$ cat src/rtl/alu_rr_scheduler.sv
// Round-robin scheduler that shares one external 8-bit ALU between two requesters.
// Each operation is registered, evaluated for one cycle, then held until the owner takes it.
module alu_rr_scheduler #(
  parameter int DATA_W = 8,
  parameter int SEL_W  = 3,
  parameter int CNT_W  = 8
) (
  input  logic              clk,
  input  logic              rst,
  input  logic              req0_valid,
  output logic              req0_ready,
  input  logic [DATA_W-1:0] req0_a,
  input  logic [DATA_W-1:0] req0_b,
  input  logic [SEL_W-1:0]  req0_sel,
  input  logic              req0_cin,
  input  logic              req1_valid,
  output logic              req1_ready,
  input  logic [DATA_W-1:0] req1_a,
  input  logic [DATA_W-1:0] req1_b,
  input  logic [SEL_W-1:0]  req1_sel,
  input  logic              req1_cin,
  output logic              rsp0_valid,
  input  logic              rsp0_ready,
  output logic [DATA_W-1:0] rsp0_data,
  output logic              rsp0_zero,
  output logic              rsp0_ovf,
  output logic              rsp1_valid,
  input  logic              rsp1_ready,
  output logic [DATA_W-1:0] rsp1_data,
  output logic              rsp1_zero,
  output logic              rsp1_ovf,
  output logic [DATA_W-1:0] alu_input_1,
  output logic [DATA_W-1:0] alu_input_2,
  output logic [SEL_W-1:0]  alu_sel,
  output logic              alu_cin,
  input  logic [DATA_W-1:0] alu_out,
  input  logic              alu_overflow_flag,
  input  logic              alu_zero_flag,
  output logic              busy,
  output logic              owner,
  output logic [CNT_W-1:0]  done_cnt0,
  output logic [CNT_W-1:0]  done_cnt1
);

  typedef enum logic [1:0] {IDLE, EXEC, RESP} state_t;

  state_t            state_q, state_d;
  logic              prio_q;
  logic              grant0, grant1, accept, done;
  logic [DATA_W-1:0] res_data_q;
  logic              res_zero_q, res_ovf_q;

  // NOTE: every signal assigned in always_comb gets a default first, so no path can infer a latch.
  always_comb begin
    grant0  = req0_valid & (~req1_valid | ~prio_q);
    grant1  = req1_valid & (~req0_valid | prio_q);
    accept  = (state_q == IDLE) & (grant0 | grant1);
    done    = (state_q == RESP) & (owner ? rsp1_ready : rsp0_ready);
    state_d = state_q;
    case (state_q)
      IDLE:    if (accept) state_d = EXEC;
      EXEC:    state_d = RESP;
      RESP:    if (done) state_d = IDLE;
      default: state_d = IDLE;
    endcase
  end

  // Ready is masked during reset so nothing looks accepted on a cycle that is being discarded.
  assign req0_ready = (state_q == IDLE) & grant0 & ~rst;
  assign req1_ready = (state_q == IDLE) & grant1 & ~rst;

  assign rsp0_valid = (state_q == RESP) & ~owner;
  assign rsp1_valid = (state_q == RESP) & owner;
  assign rsp0_data  = res_data_q;
  assign rsp1_data  = res_data_q;
  assign rsp0_zero  = res_zero_q;
  assign rsp1_zero  = res_zero_q;
  assign rsp0_ovf   = res_ovf_q;
  assign rsp1_ovf   = res_ovf_q;
  assign busy       = (state_q != IDLE);

  // NOTE: sequential state uses non-blocking assignments so every register samples pre-edge values.
  always_ff @(posedge clk) begin
    // NOTE: reset is synchronous and clears every register, including operands and results.
    if (rst) begin
      state_q     <= IDLE;
      prio_q      <= 1'b0;
      owner       <= 1'b0;
      alu_input_1 <= '0;
      alu_input_2 <= '0;
      alu_sel     <= '0;
      alu_cin     <= 1'b0;
      res_data_q  <= '0;
      res_zero_q  <= 1'b0;
      res_ovf_q   <= 1'b0;
      done_cnt0   <= '0;
      done_cnt1   <= '0;
    end else begin
      state_q <= state_d;
      if (accept) begin
        owner       <= grant1;
        alu_input_1 <= grant1 ? req1_a   : req0_a;
        alu_input_2 <= grant1 ? req1_b   : req0_b;
        alu_sel     <= grant1 ? req1_sel : req0_sel;
        alu_cin     <= grant1 ? req1_cin : req0_cin;
      end
      if (state_q == EXEC) begin
        res_data_q <= alu_out;
        res_zero_q <= alu_zero_flag;
        res_ovf_q  <= alu_overflow_flag;
      end
      if (done) begin
        prio_q <= ~owner;
        if (owner) done_cnt1 <= done_cnt1 + CNT_W'(1);
        else       done_cnt0 <= done_cnt0 + CNT_W'(1);
      end
    end
  end

endmodule

$ cat config.mk
export PLATFORM = sky130hd
export DESIGN_NAME = alu_rr_scheduler
export DESIGN_NICKNAME = d
export VERILOG_FILES = /design/src/rtl/alu_rr_scheduler.sv
export SDC_FILE = /design/constraint.sdc
export NUM_CORES = 1
export LEC_CHECK = 0
export CAP_MARGIN = 10
export CORE_UTILIZATION = 45
export CTS_BUF_LIST = sky130_fd_sc_hd__clkbuf_2
export DETAILED_ROUTE_END_ITERATION = 6
export PLACE_DENSITY = 0.88
export SYNTH_ARGS = -nofsm -noshare
export SYNTH_HDL_FRONTEND = slang
export SYNTH_SLANG_ARGS = --single-unit
$ cat constraint.sdc
create_clock -name clk -period 2.9 [get_ports clk]
set_clock_uncertainty 0.15 [all_clocks]
set_input_delay 0.58 -clock clk [delete_from_list [all_inputs] [get_ports clk]]
set_output_delay 0.58 -clock clk [all_outputs]
set_load 0.05 [all_outputs]
==> run metrics <==
Synth Flop Type dfxtp_1; Async SR Flop Fraction 0%; n_diodes 0; syn avg cell area 8.36 sq um; I/O pin count 118; worst-path maximum fanout 8; Die Wd 74.5 microns; remaining global-route overflow 0; WP data required 2170 ps; DRT antenna net count 0; critical path's slowest cell clkdlybuf4s50_1; Skew-Pair Late Insertion Delay 430 ps; Area contributors post-synth dfxtp_1 42%, a21oi_1 9.5%, a311oi_1 7.4%; Chip Height 74.5 microns; full die area between 0.005 and 0.006 sq mm; first-pass GRT wire length 10400 microns; DR DRC count 0; leading area contributor after synthesis dfxtp_1; Clk network pwr share 17.1%; Starting Density ~47%; CTS root buffer clkbuf_2; sw frac between 30 and 40%; CTS tree yes; Final setup viols 0; vias in the first global route 2219; Max-Cap Viols 0; power density cells 458 mW/mm^2; Logic pwr share 35.8%; Hold-fix buffers, CTS 0; Hold Vio Cnt, Final 0; initial antenna violation count 0; Final GP Congestion 0.742; Setup Fix Bufs, Post-CTS 0; critical path type reg2out; # rows 26; Max Freq around 360 MHz; share of cells above drive strength 1 6.56%; EDFF count, synth 0; outcome completed; max incr delay on CP 840 ps; Layout area overhead 51.5%; Worst Path Arrival 2040 ps; post-synthesis register bit count 50; fin crit share between 90% and 100%; Final HPWL DP 4820 microns; Synth cell types 34; drt initial violations 209; clock tree buffer depth 2; largest net degree at the start of global routing 38; RSZ-0062 raised after global routing no; Pint 1.03 mW; Worst setup SP type flop; gr usage total between 20% and 30%; Num CTS Buffers 5; Reg power frac between 40 and 50%; H-tree Lvls 2; Pre-Repair DR Iteration Count 4; clk slew on worst S/H paths 240 ps; Setup TNS 0 ps; Psw about 620 uW; FF-to-FF setup slack 990 ps; Crit. End Element primary output; Slew HR 56.2%; post_cts resized 0; Syn Nets roughly 340; DR WL/cell 15.2 microns; Tightest Hold Check Type reg2reg; Post-Syn Area approximately 0.0024 sq mm; post-layout min period between 2000 and 3000 ps; Synth top area share 42.3%; Post-Layout Inst Area around 0.0036 sq mm; clk sinks 50; sequential fraction of the synthesis area between 40% and 50%; Final Slew Violations 0; port bufs about 120; leakage power 1.22 nW; YS warnings 0; critical-path cell list nand2_1 > nor2_1 > clkdlybuf4s50_1; Final nets 438; post-synthesis cell count 283; Via density 5.71; core box area 0.00507 sq mm; IR drop worst, VDD 0.000267 V; Fill cells 439; Total Routed Length 6880 microns; worst slew pin tran 656 ps; via count 2577; Post-Place Cell Area roughly 0.0035 sq mm
worst max-delay path: cells and delay by family (launching register included):
family | cells | cell delay, ps
buf+inv | 1 | 840
flops | 1 | 540
simple gates | 2 | 230
logic make-up (layout without fill, tap and decap cells):
family	after synthesis	after routing	synth area share, %
fa+ha+maj	2	2	1.06
mux	2	2	0.847
xor+xnor	2	2	0.741
buf+inv	42	140	8.36
flops	50	50	42.3
simple gates	65	65	14.5
compound gates	120	120	32.1
layout by cell type, fill, tap and decap left out, types with 2 or more instances in the layout:
cell type | netlist | routed
a311oi_1 | 20 | 20
clkdlybuf4s50_1 | 0 | 112
nand3_1 | 3 | 3
nor2_1 | 8 | 8
or4_1 | 10 | 10
inv_1 | 6 | 6
nor2b_1 | 2 | 2
buf_12 | 0 | 2
clkbuf_2 | 0 | 6
dfxtp_1 | 50 | 50
o21ai_0 | 22 | 22
nand4_1 | 2 | 2
or3_1 | 2 | 2
ha_1 | 2 | 2
o31ai_1 | 10 | 10
nand2_1 | 29 | 29
buf_4 | 10 | 10
a21oi_1 | 45 | 45
o211ai_1 | 20 | 20
mux2i_1 | 2 | 2
per-layer routing:
metal  track usage [%]  up-vias  share of wire, %
met4              8.39        0               1.5
met5                 0        -                 0
li1                  -     1246                 -
met1              30.5     1207                43
met3              5.01       12               7.0
met2              40.7      112                49
per-stage QoR:
step	hold slack (ps)	instances	total power, mW	worst slack [ps]	util (%)
2_1_floorplan	398	283	1.15	228	-
5_1_grt	346	451	1.71	17.9	70.6
6_report	334	451	1.64	132	70.6
4_1_cts	339	451	1.65	16.5	70.5
3_3_place_gp	306	443	1.37	402	69.8
3_5_place_dp	313	443	1.37	398	69.8
power by group through the flow:
stage,clock network (mW),logic (mW),registers [mW]
2_1_floorplan,0,0.209,0.938
3_3_place_gp,0,0.582,0.784
3_5_place_dp,0,0.587,0.785
4_1_cts,0.285,0.589,0.772
5_1_grt,0.310,0.623,0.779
6_report,0.280,0.588,0.772
final timing paths:
path / start / end / cells after the start
max: owner / rsp1_valid / 3
min: rsp0_data[3] / rsp0_data[3] / 2
max reg2reg: state_q[1] / done_cnt0[6] / 3
min reg2reg: rsp0_data[3] / rsp0_data[3] / 2
cells in the mapped netlist (2+ instances only):
cell and n:
or3_1 2, a311oi_1 20, dfxtp_1 50, nor2b_1 2
or4_1 10, buf_2 2, o211ai_1 20, buf_4 10
a21oi_1 45, nand3_1 3, ha_1 2, inv_1 6
nand2_1 29, mux2i_1 2, nand4_1 2, o21ai_0 22
clkbuf_1 23, o31ai_1 10, nor2_1 8
state kept, by name, summed over array words and instances (netlist names):
signal       cells
alu_input_1      8
alu_cin          1
rsp0_zero        1
done_cnt0        8
prio_q           1
alu_sel          3
rsp0_data        8
done_cnt1        8
rsp0_ovf         1
owner            1
alu_input_2      8
state_q          2
area by class of cell:
cell class / count / area (sq um) / share of cell area (%)
Clock buffer: 6 / 30.0 / 0.838
Clock inverter: 2 / 8.76 / 0.244
Inverter: 6 / 22.5 / 0.629
Multi-Input combinational cell: 191 / 1180 / 32.9
Sequential cell: 50 / 1000 / 27.9
Tap cell: 70 / 87.6 / 2.44
Timing Repair Buffer: 126 / 1250 / 35.0
Power figures use the tool's default switching activity.
